**config.mk**
```make
export PLATFORM = sky130hd
export DESIGN_NAME = c16_snd
export DESIGN_NICKNAME = d
export VERILOG_FILES = /design/src/rtl/c16_snd.sv
export SDC_FILE = /design/constraint.sdc
export NUM_CORES = 1
export LEC_CHECK = 0
export CORE_ASPECT_RATIO = 0.5
export CORE_UTILIZATION = 45
export CTS_BUF_LIST = sky130_fd_sc_hd__clkbuf_16
export DETAILED_ROUTE_END_ITERATION = 10
export PLACE_DENSITY = 0.64
export REMOVE_ABC_BUFFERS = 1
export SLEW_MARGIN = 5
export SYNTH_ARGS = -nofsm -noshare
export SYNTH_HDL_FRONTEND = slang
export SYNTH_SLANG_ARGS = --single-unit
```
**constraint.sdc**
```tcl
create_clock -name clk -period 9.91 [get_ports clk]
set_input_delay 1.982 -clock clk [delete_from_list [all_inputs] [get_ports clk]]
set_output_delay 1.982 -clock clk [all_outputs]
set_load 0.05 [all_outputs]
```
**src/rtl/c16_snd.sv**
```systemverilog
// ---------------------------------------------------------------------------
// c16_snd : four-voice square-wave sound generator fed by the c16 core.
//
// The core programs each voice through a one-cycle register-write strobe.
// A free-running divider produces sample ticks. On every tick each enabled
// voice advances its half-period counter, and a five-step sequential mixer
// sums the voices into a signed 16-bit PCM sample.
//
// Ports
//   clk           in   system clock, all logic on posedge
//   resetn        in   asynchronous, active-low reset
//   snd_wen       in   one-cycle register write strobe
//   w_param[1:0]  in   0 period, 1 volume, 2 duration, 3 control
//   w_index[10:0] in   [1:0] voice; [10:2] must be zero or the write is dropped
//   w_val[15:0]   in   write data
//   sample[15:0]  out  signed mixed PCM sample
//   sample_valid  out  one-cycle pulse when sample updates
//   active[3:0]   out  per-voice enable bits (registered en)
//   dbg_state[2:0] out mixer FSM state, for observation only
//
// Handshakes: there is no ready/backpressure anywhere. A write is taken on
// every cycle snd_wen is high; sample_valid is a single-cycle pulse that the
// consumer must capture when it sees it.
//
// Configuration
//   C16_SND_NOISE_EN  when defined, voice 3 is a noise voice driven by a
//                     15-bit LFSR (x^15 + x^14 + 1, seed 15'h7FFF); when
//                     undefined voice 3 is an ordinary square voice.
// ---------------------------------------------------------------------------
module c16_snd #(
  parameter int unsigned CLK_DIV = 1134
) (
  input  logic        clk,
  input  logic        resetn,
  input  logic        snd_wen,
  input  logic [1:0]  w_param,
  input  logic [10:0] w_index,
  input  logic [15:0] w_val,
  output logic [15:0] sample,
  output logic        sample_valid,
  output logic [3:0]  active,
  output logic [2:0]  dbg_state
);

  localparam int NV = 4;
  localparam logic [15:0] DIV_LAST = 16'(CLK_DIV - 1);

  localparam logic [1:0] P_PERIOD = 2'd0;
  localparam logic [1:0] P_VOL    = 2'd1;
  localparam logic [1:0] P_DUR    = 2'd2;
  localparam logic [1:0] P_CTRL   = 2'd3;

  typedef enum logic [2:0] {
    ST_IDLE = 3'd0,
    ST_MIX0 = 3'd1,
    ST_MIX1 = 3'd2,
    ST_MIX2 = 3'd3,
    ST_MIX3 = 3'd4,
    ST_OUT  = 3'd5
  } state_t;

  // -------------------------------------------------------------------------
  // Sample-tick divider
  // -------------------------------------------------------------------------
  logic [15:0] div_q, div_d;
  logic        tick;

  assign tick = (div_q == DIV_LAST);

  always_comb begin
    div_d = tick ? 16'd0 : div_q + 16'd1;
  end

  // -------------------------------------------------------------------------
  // Voice registers
  // -------------------------------------------------------------------------
  logic [NV-1:0][15:0] period_q, period_d;
  logic [NV-1:0][7:0]  vol_q,    vol_d;
  logic [NV-1:0][15:0] dur_q,    dur_d;
  logic [NV-1:0][15:0] cnt_q,    cnt_d;
  logic [NV-1:0]       en_q,     en_d;
  logic [NV-1:0]       level_q,  level_d;
  logic [NV-1:0]       mask_q,   mask_d;

`ifdef C16_SND_NOISE_EN
  logic [14:0] lfsr_q, lfsr_d;
  logic [14:0] lfsr_step;

  // Fibonacci form: taps at bits 14 and 13 feed the new bit 0.
  assign lfsr_step = {lfsr_q[13:0], lfsr_q[14] ^ lfsr_q[13]};
`endif

  logic                wr_hit;
  logic [1:0]          wr_voice;
  logic [NV-1:0]       wr_sel;
  logic [NV-1:0][15:0] period_eff;

  assign wr_hit   = snd_wen && (w_index[10:2] == 9'd0);
  assign wr_voice = w_index[1:0];

  always_comb begin
    period_d = period_q;
    vol_d    = vol_q;
    dur_d    = dur_q;
    cnt_d    = cnt_q;
    en_d     = en_q;
    level_d  = level_q;
    mask_d   = mask_q;
`ifdef C16_SND_NOISE_EN
    lfsr_d   = lfsr_q;
`endif

    for (int i = 0; i < NV; i++) begin
      wr_sel[i] = wr_hit && (wr_voice == 2'(i));
      // A period written on the tick cycle is the one the compare uses.
      period_eff[i] = (wr_sel[i] && (w_param == P_PERIOD)) ? w_val : period_q[i];
    end

    if (tick) begin
      // mask captures en before any expiry so a voice with duration N is
      // heard for exactly N samples.
      mask_d = en_q;
      for (int i = 0; i < NV; i++) begin
        if (en_q[i] && (period_eff[i] != 16'd0)) begin
          // >= (not ==) so that shrinking period below cnt toggles at once.
          if (cnt_q[i] >= period_eff[i] - 16'd1) begin
            cnt_d[i] = 16'd0;
`ifdef C16_SND_NOISE_EN
            if (i == NV - 1) begin
              lfsr_d     = lfsr_step;
              level_d[i] = lfsr_step[0];
            end else begin
              level_d[i] = ~level_q[i];
            end
`else
            level_d[i] = ~level_q[i];
`endif
          end else begin
            cnt_d[i] = cnt_q[i] + 16'd1;
          end
        end
        // A duration write in the same cycle replaces the countdown.
        if (en_q[i] && (dur_q[i] != 16'd0) && !(wr_sel[i] && (w_param == P_DUR))) begin
          dur_d[i] = dur_q[i] - 16'd1;
          if (dur_q[i] == 16'd1) begin
            en_d[i] = 1'b0;
          end
        end
      end
    end

    // Writes are applied last so they win over the tick for their field.
    if (wr_hit) begin
      case (w_param)
        P_PERIOD: period_d[wr_voice] = w_val;
        P_VOL:    vol_d[wr_voice]    = w_val[7:0];
        P_DUR:    dur_d[wr_voice]    = w_val;
        P_CTRL: begin
          en_d[wr_voice] = w_val[0];
          if (w_val[1]) begin
            cnt_d[wr_voice]   = 16'd0;
            level_d[wr_voice] = 1'b1;
`ifdef C16_SND_NOISE_EN
            if (wr_voice == 2'(NV - 1)) begin
              lfsr_d = 15'h7FFF;
            end
`endif
          end
        end
        default: ;
      endcase
    end
  end

  // -------------------------------------------------------------------------
  // Mixer FSM
  // -------------------------------------------------------------------------
  state_t      state_q, state_d;
  logic [10:0] acc_q, acc_d;
  logic [15:0] sample_q, sample_d;
  logic        valid_q, valid_d;
  logic [1:0]  mix_sel;
  logic [10:0] vol_ext;
  logic [10:0] mix_term;

  always_comb begin
    case (state_q)
      ST_MIX1: mix_sel = 2'd1;
      ST_MIX2: mix_sel = 2'd2;
      ST_MIX3: mix_sel = 2'd3;
      default: mix_sel = 2'd0;
    endcase
    vol_ext = {3'b000, vol_q[mix_sel]};
    if (!mask_q[mix_sel]) begin
      mix_term = 11'd0;
    end else if (level_q[mix_sel]) begin
      mix_term = vol_ext;
    end else begin
      mix_term = -vol_ext;
    end
  end

  always_comb begin
    state_d  = state_q;
    acc_d    = acc_q;
    sample_d = sample_q;
    valid_d  = 1'b0;
    case (state_q)
      ST_IDLE: begin
        if (tick) begin
          state_d = ST_MIX0;
          acc_d   = 11'd0;
        end
      end
      ST_MIX0: begin
        acc_d   = acc_q + mix_term;
        state_d = ST_MIX1;
      end
      ST_MIX1: begin
        acc_d   = acc_q + mix_term;
        state_d = ST_MIX2;
      end
      ST_MIX2: begin
        acc_d   = acc_q + mix_term;
        state_d = ST_MIX3;
      end
      ST_MIX3: begin
        acc_d    = acc_q + mix_term;
        state_d  = ST_OUT;
        // Sign-extend-then-shift-by-5 of an 11-bit value is exactly the
        // 11 bits followed by five zeros.
        sample_d = {acc_d, 5'b00000};
        valid_d  = 1'b1;
      end
      ST_OUT: begin
        state_d = ST_IDLE;
      end
      default: begin
        state_d = ST_IDLE;
      end
    endcase
  end

  // -------------------------------------------------------------------------
  // State registers
  // -------------------------------------------------------------------------
  always_ff @(posedge clk or negedge resetn) begin
    if (!resetn) begin
      div_q    <= '0;
      period_q <= '0;
      vol_q    <= '0;
      dur_q    <= '0;
      cnt_q    <= '0;
      en_q     <= '0;
      level_q  <= '0;
      mask_q   <= '0;
      state_q  <= ST_IDLE;
      acc_q    <= '0;
      sample_q <= '0;
      valid_q  <= 1'b0;
    end else begin
      div_q    <= div_d;
      period_q <= period_d;
      vol_q    <= vol_d;
      dur_q    <= dur_d;
      cnt_q    <= cnt_d;
      en_q     <= en_d;
      level_q  <= level_d;
      mask_q   <= mask_d;
      state_q  <= state_d;
      acc_q    <= acc_d;
      sample_q <= sample_d;
      valid_q  <= valid_d;
    end
  end

`ifdef C16_SND_NOISE_EN
  always_ff @(posedge clk or negedge resetn) begin
    if (!resetn) begin
      lfsr_q <= 15'h7FFF;
    end else begin
      lfsr_q <= lfsr_d;
    end
  end
`endif

  assign sample       = sample_q;
  assign sample_valid = valid_q;
  assign active       = en_q;
  assign dbg_state    = state_q;

endmodule
```
======== After elaboration in Yosys (flattened, before gate mapping) ========
Index checks and enable logic that the tools add are counted.
word-level totals
  bits in registers ....................... 278
  word-level logic and storage cells ...... 187
operators by class
  add/sub/neg operators ................... 15
  reduce and logical (&&, ||, !) cells .... 47
  eq/ne operators ......................... 16
  bitwise logic cells ..................... 7
  multiplexer cells ....................... 71
  $lt $le $gt $ge ......................... 7
operators with widths
  kind                                                                     number
  64-bit 2-to-1 mux                                                        7
  16-bit 2-to-1 mux                                                        18
  64-bit bitwise mux                                                       2
  16-bit nonzero test                                                      8
  16-bit by 1-bit subtractor with 16-bit output, second input constant     8
  16-bit by 1-bit adder with 16-bit output, second input constant          5
  64-bit bitwise AND                                                       1
  16-bit by 1-bit equality test with 1-bit output, second input constant   4
  16-bit greater-or-equal comparator                                       4
  64-bit NOT                                                               1
  11-bit 2-to-1 mux                                                        3
  32-bit bitwise mux                                                       1
  16-bit demux with 2-bit select                                           1
  4-bit 2-to-1 mux                                                         7
  1-bit logical AND                                                        26
  11-bit case mux with 2 select lines                                      1
  1-bit 2-to-1 mux                                                         20
  8-bit binary-select mux with 2-bit select                                1
  8-bit demux with 2-bit select                                            1
  16-bit by 11-bit equality test with 1-bit output, second input constant  1
  8-bit 2-to-1 mux                                                         2
  3-bit case mux with 5 select lines                                       1
  11-bit adder                                                             1
  8-bit negator with 11-bit output                                         1
  other kinds (22)                                                         38

======== Depth between registers and ports, before layout ========
Gate-level depths: netlist of the first run.
  depth after elaboration ................. 14
  mapped depth ............................ 23
  mapped depth without buffers ............ 21

======== Least setup slack after synthesis of the first run ========
OpenSTA, ideal clock, no wires.
  path kind ............................... input -> register
  from .................................... input w_param[0]
  to ...................................... register cnt_q[53] (netlist name)
  slack ................................... 3.790 ns
  data required time ...................... 9.772 ns
  buffers on the path ..................... 4
  stages on the path ...................... 22
  arrival ................................. 5.982 ns
  cell sequence ........................... clkbuf_1 and4bb_2 nand4_4 buf_2 clkbuf_1 nor2_1 a21o_1 inv_1 ha_1 nand4_1 mux2i_2 nand3_2 nor2_1 xnor2_1 ha_1 and4_1 o2111ai_1 a21oi_1 clkbuf_1 nor3_1 o21ai_0 a21oi_1
RTL lines
  element                 RTL line  RTL
  start: declaration      36        input logic [1:0] w_param,
  end signal: assignment  266       cnt_q <= cnt_d;
  end: declaration        80        logic [NV-1:0][15:0] cnt_q, cnt_d;

==> results of run 1 <==
## critical path, stage by stage
cell	delay, ns
sky130_fd_sc_hd__clkdlybuf4s50_1	0.45
sky130_fd_sc_hd__nor4b_1	0.55
sky130_fd_sc_hd__nand4_1	0.42
sky130_fd_sc_hd__nor2_1	0.69
sky130_fd_sc_hd__nand2_1	0.12
sky130_fd_sc_hd__nand2_1	0.11
sky130_fd_sc_hd__inv_1	0.05
sky130_fd_sc_hd__ha_1	0.26
sky130_fd_sc_hd__nand4_1	0.12
sky130_fd_sc_hd__mux2i_2	0.11
sky130_fd_sc_hd__nand3_2	0.15
sky130_fd_sc_hd__nor2_1	0.07
sky130_fd_sc_hd__xnor2_1	0.19
sky130_fd_sc_hd__ha_1	0.26
sky130_fd_sc_hd__and4_1	0.21
sky130_fd_sc_hd__a31oi_1	0.16
sky130_fd_sc_hd__nand3_1	0.49
sky130_fd_sc_hd__nor3_2	0.90
sky130_fd_sc_hd__nand4bb_1	0.17
sky130_fd_sc_hd__a21oi_1	0.16
## sequential cells by signal, summed over array words and instances, names as in the netlist
signal	cells
acc_q	11
active	4
cnt_q	64
dbg_state	3
div_q	16
dur_q	64
level_q	4
mask_q	4
period_q	64
sample	11
sample_valid	1
vol_q	32
## placed cells by master (no fill, tap or decap), drive strengths merged, types with 8 or more instances in the layout
| cell type | netlist | routed |
|---|---|---|
| clkdlybuf4s50 | 0 | 49 |
| a32o | 12 | 12 |
| mux2i | 42 | 42 |
| a22o | 9 | 9 |
| clkinv | 1 | 11 |
| o211ai | 10 | 10 |
| nor4 | 36 | 36 |
| inv | 58 | 67 |
| dfrtp | 278 | 278 |
| nand2 | 242 | 242 |
| a211oi | 17 | 17 |
| nor3 | 90 | 90 |
| and3 | 39 | 39 |
| clkbuf | 61 | 29 |
| nand4 | 23 | 23 |
| nor2b | 12 | 12 |
| and4 | 11 | 11 |
| xnor2 | 106 | 106 |
| a21o | 19 | 19 |
| nand3 | 40 | 40 |
| nor3b | 20 | 20 |
| a21oi | 56 | 56 |
| or4 | 11 | 11 |
| or2 | 13 | 13 |
| mux2 | 70 | 70 |
| xor2 | 65 | 65 |
| nand2b | 14 | 14 |
| nand3b | 14 | 14 |
| buf | 28 | 27 |
| ha | 97 | 97 |
| or3 | 18 | 18 |
| nor2 | 157 | 157 |
| o21ai | 130 | 130 |
| and2 | 8 | 8 |
## cell type report
| type | count | area (um2) | share of cell area |
|---|---|---|---|
| Clock buffer | 29 | 726 | 0.0378 |
| Clock inverter | 22 | 123 | 0.00638 |
| Inverter | 59 | 221 | 0.0115 |
| Multi-Input combinational cell | 1454 | 9820 | 0.511 |
| Sequential cell | 278 | 6960 | 0.362 |
| Tap cell | 520 | 651 | 0.0339 |
| Timing Repair Buffer | 76 | 713 | 0.0371 |
## worst paths after layout
path	cells after the start	to	start
setup / recovery	20	cnt_q[63]	w_index[5]
hold / removal	2	sample[9]	sample[9]
setup reg to reg	16	sample[15]	dbg_state[1]
hold reg to reg	2	sample[9]	sample[9]
max in group asynchronous	2	sample[12]	resetn
min in group asynchronous	1	dur_q[6]	resetn
## layer usage
metal	up-vias	track usage	share of wire
li1	6642	-	-
met1	6670	0.335	0.49
met2	247	0.360	0.44
met3	54	0.0328	0.048
met4	0	0.0515	0.019
met5	-	0	0
## kinds of logic after synthesis
logic type / Yosys count
simple gates: 766
mux: 112
compound gates: 302
flops: 278
other cells: 1
fa+ha+maj: 98
xor+xnor: 171
buf+inv: 148
## per-stage QoR
step | setup slack, ns | util | hold slack, ns
finish | 2.75 | 0.509 | 0.470
detailed placement | 2.21 | 0.487 | 0.464
floorplan | 3.65 | - | 0.443
global placement | 2.45 | 0.487 | 0.459
CTS | 2.82 | 0.509 | 0.477
global route | 2.20 | 0.509 | 0.495
## where the power goes
group	leakage (nW)	internal (mW)	switching, mW
registers	3.56	1.14	0.00189
clock network	0.447	0.551	0.464
logic	5.03	0.0317	0.0820
## synth_stat cells, drive strengths merged, types with 13 or more instances
| cell | count | area share |
|---|---|---|
| dfrtp | 278 | 0.40 |
| nand2 | 242 | 0.053 |
| nor2 | 157 | 0.035 |
| o21ai | 130 | 0.037 |
| xnor2 | 106 | 0.053 |
| ha | 97 | 0.070 |
| nor3 | 90 | 0.027 |
| mux2 | 70 | 0.045 |
| xor2 | 65 | 0.033 |
| clkbuf | 61 | 0.013 |
| inv | 58 | 0.013 |
| a21oi | 56 | 0.016 |
| mux2i | 42 | 0.024 |
| nand3 | 40 | 0.012 |
| and3 | 39 | 0.014 |
| nor4 | 36 | 0.017 |
| buf | 28 | 0.010 |
| nand4 | 23 | 0.0095 |
| nor3b | 20 | 0.0089 |
| a21o | 19 | 0.0082 |
| or3 | 18 | 0.0068 |
| a211oi | 17 | 0.0073 |
| nand2b | 14 | 0.0050 |
| nand3b | 14 | 0.0061 |
| or2 | 13 | 0.0047 |
==> results.txt, run 1 <==
- Synthesis inferred 278 register bits.
- CTS built an H-tree with a depth of 1.
* Crit Path Class: input port to flop
* Startpoint type of the worst setup path: input port
* Clock Pin Slew Worst Setup and Hold Paths: 0.06 ns
* Async set-reset flop share out of synthesis: 1.00
- In the final timing run, aggregate negative setup slack is 0 ns.
- Number of routed nets with antenna violations: 0
* Antenna fix cells: 0
* Distinct cells, synth: 83
- Final layout net count: 2,027
* Placed cell count: 2,387
- Of the total synthesized cell area, the portion taken by AND, OR, NAND and NOR gates is 0.226.
- In the final layout, the share of cells above drive strength 1 is 0.0928.
- Number of buffers inserted during clock tree synthesis: 28
- Layout area overhead: 10.6%
* Initial Util: 0.460
* Worst Setup End Kind: flop
- Post CTS Setup Buffer Count: 0
- CTS placed an instance of sky130_fd_sc_hd__clkbuf_16 at the clock tree root.
- Setup repair after global routing left no endpoint under its margin.
- The analysis attributes to cell leakage a power of 9.04 nW.
* Highest fanout seen on the critical path: 17
- Overall die height: 141 um
- Minimum period implied by the final worst setup slack: 7.16 ns
* Required time of the critical path: 10.40 ns
- R2R setup slack: 4.93 ns
* Number of remaining DRC errors: 0
- After filler insertion, the fill cell instance count of the layout stands at 3,511.
- Per-cell routed wire length: 18.1 um
- Across every metal layer, demand over resource in global routing totals 0.229.
- In the routed layout, each cell is associated on average with a via count of 5.58.
- Among all flip-flop cells after synthesis, the most frequent one is sky130_fd_sc_hd__dfrtp_1.
- Synth Instances: 1,876
* Overall routed net length: 44,200 um
- Averaged over all synthesized cells, the footprint is 9.26 um2.
* Width of the chip: 280 um
* Area fraction in compound gates after synthesis: 0.110
* Post-Place Cell Area: 18,400 um2
* Tightest Pin Transition: 1.15 ns
- Leaving out filler cells and counting taps, the final layout contains 2,438.
* Power Density: 118 nW/um2
- Sequential area share after synthesis: 0.401
- Summed area of non-filler cells in the final layout: 19,200 um2
* Post-Synth Adder-Cell Area: 0.0710
* Routability Congestion: 0.915
- The synthesized netlist occupies a cell area of 17,400 um2.
- Highest Clock Rate: 0.140 GHz
- At the worst endpoint, the arrival time is 7.65 ns.
* Router iterations before antenna repair: 5
- For the worst-skew pair, the clock arrives at the later sink with an insertion delay of 0.57 ns.
- For this design, the CTS-stage hold fixing added 0 buffers.
- Mux share of post-synthesis cell area: 0.0698
* Number of enable-type register cells in the synthesized netlist: 0
* Worst VDD drop: 0.000123 V
- Final setup fails: 0
- Buffers placed on the I/O ports in this run total 50.
- Of the total synthesized cell area, the portion taken by XOR and XNOR cells is 0.0862.
- Number of DRC markers in iteration 0: 993
- The tool flagged a number of max-cap violations equal to 0.
* Worst clock skew: 0.0132 ns
* TritonCTS clock tree: yes
- I/O pins: 56
- For this run the aggregate overflow at the end of global routing stands at 0.
- Via count: 13,613
- Resized Gates After CTS: 0
- The floorplan step defined a core boundary enclosing 37,700 um2.
- Max clock buf depth: 3
- The final count of pins violating max slew is 0.
- Die Area: 39,400 um2
- The initial antenna violation count is 0.
- Relative slew slack: 0.232
- Period utilisation layout: 0.722
* HPWL reported at the end of detailed placement: 30,000 um
* Number of global-route vias before repair: 12,991
- During synthesis, Yosys emitted a total of 0 warnings.
* Main combinational cell family by area after synthesis: simple AND/OR/NAND/NOR gates
* CTS Sinks: 278
- In this run the core area contains 50 standard-cell rows.
- Worst hold-check path type: flop to flop
- Status: completed
* Overall power after layout: 2.27 mW
* Hold Vio Cnt, Final: 0
* Wire length of the first global-routing pass: 72,000 um
- Largest net degree at the start of global routing: 169
No activity file was read; power rests on OpenSTA's default activity.
==> run 2, diff against run 1 <==
--- a/config.mk
+++ b/config.mk
@@ -9,7 +9,7 @@
 export CORE_UTILIZATION = 45
 export CTS_BUF_LIST = sky130_fd_sc_hd__clkbuf_16
 export DETAILED_ROUTE_END_ITERATION = 10
-export PLACE_DENSITY = 0.64
+export PLACE_DENSITY = 0.66
 export REMOVE_ABC_BUFFERS = 1
 export SLEW_MARGIN = 5
 export SYNTH_ARGS = -nofsm -noshare
==> constraint.sdc (replaced) <==
create_clock -name clk -period 6.3 [get_ports clk]
set_input_delay 1.26 -clock clk [delete_from_list [all_inputs] [get_ports clk]]
set_output_delay 1.26 -clock clk [all_outputs]
set_load 0.05 [all_outputs]
==> run 2 against run 1 <==
  * Critical path type unchanged
  * Final area is 1.1% higher
  * Clock power is 63% higher
  * Highest routed layer unchanged
  * First-iteration DRC count is 8.4% higher
  * Register-to-register slack worse by 3.5 ns
  * Die area stayed put
  * Combinational power is 63% higher
  * Worst setup slack worse by 2.0 ns
  * Sequential power is 57% higher
  * Sequential cell count stayed put
  * Non-clock buffer count is 25 higher
  * Clock skew is 0.0028 ns higher
==> results.txt, run 2 (synthesized netlist as in run 1, its figures left out) <==
- I/O pins: 56 (unchanged)
* Tightest Pin Transition: 1.14 ns (-0.00493 ns)
- Period utilisation layout: 0.879
- The worst hold path begins at sample[12].
* Routability Congestion: 0.888 (-2.9%)
- The total of hold buffers inserted after clock tree synthesis came to 0 (unchanged).
- Startpoint type of the worst setup path: input port
* Layout area overhead: 11.8%
* Relative slew slack: 0.235 (+0.00330)
- Post-DR vias/cell: 5.54 (-0.69%)
- The per-cell routed wire length came to 17.9 um (-1.2%).
- Pins over their slew limit: 0 (unchanged)
- Via count: 13,646 (+0.24%)
- CP startpoint: w_index[7]
* Worst Setup End Kind: flop
* Source of the worst register-to-register timing path: dbg_state[0]
- TritonCTS built the clock tree.
- Layout cell share with drive strength beyond 1: 0.105 (+0.0123)
- For hold timing, the worst endpoint is sample[12].
* Pre-CTS setup slack: 0.216 ns (-2.00 ns)
* RSZ-0062 raised after global routing: no
* Worst hold-check path type: flop to flop
- Highest Clock Rate: 0.181 GHz
- Max clock buf depth: 3 (unchanged)
- The final count of hold timing violations is 0 (unchanged).
* Critical Path AT: 6.03 ns (-1.62 ns)
* Overall routing resource usage: 0.228 (-0.00106)
* Std-Cell Core Area: 37,700 um2 (unchanged)
- Number of remaining DRC errors: 0 (unchanged)
- Highest fanout seen on the critical path: 18 (+1)
- Number of max-capacitance violations reported: 0 (unchanged)
- The number of design-rule violations left by the first detailed-router iteration is 1,076 (+8.4%).
- Sequential Power Share: 0.493 (-0.009)
* Number of cells in the finished layout apart from fillers: 2,461 (+0.94%)
* Comb pwr share: 0.051 (about the same)
* Clock Root Buffer: sky130_fd_sc_hd__clkbuf_16
- R2R setup slack: 1.44 ns (-3.49 ns)
- The count of H-tree levels built during CTS came to 1 (unchanged).
* Number of buffers inserted during clock tree synthesis: 27 (-3.6%)
- The design internal power came to 2.78 mW (+62%).
- Part of the power in the clock network: 0.456 (+0.008)
* Placed cell count: 2,412 (+1.0%)
- The peak ir drop on the vdd network came to 0.000221 V (+81%).
- The top cell types in the final layout, fill and taps aside, are 278 x sky130_fd_sc_hd__dfrtp_1, 240 x sky130_fd_sc_hd__nand2_1, 154 x sky130_fd_sc_hd__nor2_1.
- Final layout net count: 2,051 (+1.2%)
* Width of the chip: 280 um (unchanged)
- The power density over the cells is 187 nW/um2 (+59%).
* Clock Pin Slew Worst Setup and Hold Paths: 0.06 ns (about the same)
- Post CTS Setup Buffer Count: 0 (unchanged)
- Resized Gates After CTS: 0 (unchanged)
* Final core occ: 0.515 (+0.00560)
- Status: completed
- The leakage power figure came to 9.17 nW (+1.4%).
- The first-pass GRT wire length was 72,300 um (+0.49%).
- HPWL reported at the end of detailed placement: 30,600 um (+2.2%)
- The switching fraction of total power came to 0.235 (-0.00683).
* WHS Path Cells: 2 (unchanged)
- The total setup violations reported at the end of the flow was 0 (unchanged).
- Initial Util: 0.460 (unchanged)
- The count of fill cells added during filler insertion is 3,427 (-2.4%).
* Overall routed net length: 44,100 um (-0.25%)
- Largest net degree at the start of global routing: 150 (-11%)
* Required time of the critical path: 6.79 ns (-3.61 ns)
* Worst clock skew: 0.0160 ns (+0.00279 ns)
- The count of nets left with antenna violations after detail routing came to 0 (unchanged).
- The depth of the worst register-to-register path is 17 (+1).
* Number of port buffers: 50 (unchanged)
- The slack of the critical path was 0.760 ns (-1.99 ns).
- The source-to-sink clock delay at the later pin of the worst-skew pair is 0.56 ns (about the same).
- The switching component of the power came to 853 uW (+56%).
- Most common cell after layout, fill and taps aside: sky130_fd_sc_hd__dfrtp_1
- In this run the critical register-to-register path is captured at sample[15].
- Router iterations before antenna repair: 5 (unchanged)
- The number of inserted diodes is 0 (unchanged).
* Initial antenna violation count: 0 (unchanged)
- The via count of the first global-routing pass is 13,327 (+2.6%).
- The total die area came to 39,400 um2 (unchanged).
- Overall die height: 141 um (unchanged)
- The site row count was 50 (unchanged).
* Final global-route overflow total: 0 (unchanged)
- Crit Path Class: input port to flop
- Minimum period implied by the final worst setup slack: 5.54 ns
- Registers with the most flip-flops: cnt_q: 64 flops, dur_q: 64 flops, period_q: 64 flops
- Overall power after layout: 3.64 mW (+60%)
- The TritonCTS sink count came to 278 (unchanged).
* Post-route setup TNS: 0 ns (unchanged)
run 2: changes by cell type in the layout (fill, tap and decap cells not counted), moves of 2 or more:
cell / before / now
sky130_fd_sc_hd__buf_4: 25 / 50
sky130_fd_sc_hd__bufinv_16: 1 / 4
sky130_fd_sc_hd__clkbuf_16: 29 / 27
sky130_fd_sc_hd__inv_1: 67 / 64
run 2: power by group through the flow:
stage | Sequential [mW] | Clock [mW] | Combinational [mW]
3_3_place_gp | 1.82 | 0 | 0.186
3_5_place_dp | 1.82 | 0 | 0.186
4_1_cts | 1.79 | 1.69 | 0.187
6_report | 1.79 | 1.66 | 0.186
5_1_grt | 1.79 | 1.77 | 0.203
2_1_floorplan | 1.82 | 0 | 0.0555
run 2: metal layers:
metal | track usage | vias to the layer above | wire length (um)
li1 | - | 6696 | -
met1 | 0.334 | 6619 | 21700
met2 | 0.358 | 271 | 19300
met3 | 0.0335 | 60 | 2220
met4 | 0.0500 | 0 | 872
met5 | 0 | - | 0
run 2: final cells by class:
type | count | area [um2] | share of cell area
timing repair buffer | 101 | 901 | 0.0464
inverter | 59 | 221 | 0.0114
clock inverter | 22 | 203 | 0.0104
sequential | 278 | 6960 | 0.358
tap | 520 | 651 | 0.0335
multi-input combinational | 1454 | 9810 | 0.505
clock buffer | 27 | 676 | 0.0348
run 2: worst max-delay path by stage:
stage | end | cells after the start
floorplan | cnt_q[32] | 18
global placement | cnt_q[32] | 17
detailed placement | cnt_q[58] | 16
CTS | cnt_q[63] | 16
global route | cnt_q[32] | 17
finish | cnt_q[32] | 20
run 2: worst max-delay path: stages:
cell and delay, ns:
sky130_fd_sc_hd__clkdlybuf4s50_1 0.44, sky130_fd_sc_hd__nor4_4 0.55, sky130_fd_sc_hd__and3_1 0.31, sky130_fd_sc_hd__nand3_1 0.23, sky130_fd_sc_hd__a21o_1 0.26, sky130_fd_sc_hd__inv_1 0.08
sky130_fd_sc_hd__ha_1 0.22, sky130_fd_sc_hd__nand2b_1 0.07, sky130_fd_sc_hd__nor4_1 0.18, sky130_fd_sc_hd__a21oi_1 0.14, sky130_fd_sc_hd__nor4_1 0.27, sky130_fd_sc_hd__xnor2_1 0.18
sky130_fd_sc_hd__ha_1 0.26, sky130_fd_sc_hd__nand4_1 0.10, sky130_fd_sc_hd__nor2_1 0.07, sky130_fd_sc_hd__a21oi_1 0.16, sky130_fd_sc_hd__o211ai_1 0.11, sky130_fd_sc_hd__a31o_2 0.34
sky130_fd_sc_hd__and2b_1 0.56, sky130_fd_sc_hd__a31o_2 0.23
run 2: metrics by stage:
| step | hold WS, ns | cell area (um2) |
|---|---|---|
| floorplan | 0.443 | 17000 |
| global placement | 0.463 | 18500 |
| detailed placement | 0.464 | 18500 |
| CTS | 0.482 | 19400 |
| global route | 0.495 | 19400 |
| finish | 0.474 | 19400 |
==> RTL change (flow settings as in run 2) <==
The option `C16_SND_NOISE_EN` is turned on by a define.
--- a/src/rtl/c16_snd.sv
+++ b/src/rtl/c16_snd.sv
@@ -29,2 +29,4 @@
 // ---------------------------------------------------------------------------
+`define C16_SND_NOISE_EN
+
 module c16_snd #(
Function: same outputs for any inputs over 4 cycles, from zero or initial values and one cycle with resetn low; that may be too few to reach the edited logic, so the function may still have changed.
==> RTL change against run 2 <==
Global-route usage increased by 1.0 points; die area increased by 4.6%; worst hold slack improved by 0.0034 ns; worst setup slack got worse by 0.10 ns; first-iteration DRC count increased by 29%; final area increased by 4.9%; count of clock-buffer cells in the layout increased by 1; sequential power increased by 6%; area after synthesis increased by 4.7%; total power increased by 4.7%; routed wire length increased by 10%; sequential cell count increased by 15; largest power group unchanged.
==> RTL change: results <==
[status]
outcome = "finished, final reports clean"

[timing]
fin_skew_ns = 0.0180
worstMarginPinSlew_ns = 1.21

[route]
vias_per_cell = 5.68
wl_per_cell_microns = 18.6
wl_met3_mm = 3.70
dr.first_iter.drc_count = 1384

[pwr]
ir_drop_uv = 210
p_clk_uw = 1700
p_leak_uw = 0.00917
sw_frac_of_total_pct = 24.3
power_uw = 3810
pwr-share-seq_pct = 49.6

[place]
placed_area_sq_mm = 0.0195
gp_congestion = 0.904
hpwl_mm = 33.6
pre_cts_slack_ns = 0.125

[cells_and_area]
finalNonFillerCells = 2611
fill_cells = 3631
fin_nets = 2191
signal_buffers = 114
multi_input_comb_cells = 1561
n_all_inverters = 63
drive_gt1_share_pct = 10.2
clk_share_pct = 4.40
nonClkBufAreaFrac_pct = 4.90
final-seq-area_sq_mm = 0.00735
multi_input_area_sq_mm = 0.0102

[logic_synthesis]
yosysSeqAreaShare_pct = 40.4
synthTopCellsByCount = "dfrtp_1 (278), nand2_1 (278), nor2_1 (186), xnor2_1 (138), o21ai_0 (100)"
ys_seq_elements = 293
synth_area_per_cell_sq_um = 9.05

[global_routing]
grt_pass1_wl_mm = 78.0
met3_usage_pct = 4.38
antenna_found_initial = 3
first_global_vias = 14400
grt_use_met1_pct = 33.9
use_met2_pct = 37.7
grt_usage_pct = 23.9

[clock_tree]
clock_latency_ns = 0.58
cts_buffers = 28

[critical_path]
path_max_fanout = 15
rrSetupSlack_ns = 1.62
critPathRequiredTime_ns = 6.70
r2r_cells = 14

[die]
core_area_sq_mm = 0.0394
RTL change: changes by cell type after synthesis, sizes merged, moves of 13 or more:
cell / run 2 / this run
or3: 18 / 31
clkbuf: 61 / 76
and3: 39 / 23
a21oi: 56 / 82
xnor2: 106 / 138
nor3b: 20 / 5
nand2: 242 / 279
nor2: 157 / 186
dfstp: 0 / 15
o21ai: 130 / 102
mux2: 70 / 53
nand3: 40 / 53
RTL change: worst max path at each step:
stage               start         to  slack [ns]  cells past startpoint
2_1_floorplan  w_index[3]  cnt_q[32]        0.27                     16
3_3_place_gp   w_index[3]  cnt_q[21]        0.16                     19
3_5_place_dp   w_index[3]  cnt_q[22]        0.12                     18
4_1_cts        w_index[3]  cnt_q[22]        0.70                     18
5_1_grt        w_index[3]  cnt_q[30]        0.17                     19
6_report       w_index[3]  cnt_q[22]        0.66                     19
RTL change: cell families (layout without fill, tap and decap cells):
kind of cell	after synthesis	in the layout	synth area share, %
adders and majority gates	98	98	6.78
xor gates and xnor gates	197	197	9.56
buffers and inverters	159	226	3.54
and+or+nand+nor	847	847	22.6
DFF	293	293	40.4
AOI/OAI and AO/OA	307	307	10.7
other	1	6	0.0206
muxes	107	107	6.27
RTL change: critical path: stages:
cell	delay, ns
clkdlybuf4s50_1	0.42
or4_4	0.55
or4_1	0.54
nor2_1	0.25
nand2_1	0.10
nand2_1	0.10
inv_1	0.05
ha_1	0.21
and3_1	0.15
a31oi_1	0.23
buf_4	0.18
nor3_1	0.05
xnor2_1	0.14
ha_1	0.30
nand4_1	0.12
a211oi_1	0.18
o21ai_0	0.17
a21oi_1	0.89
nor3_1	0.13
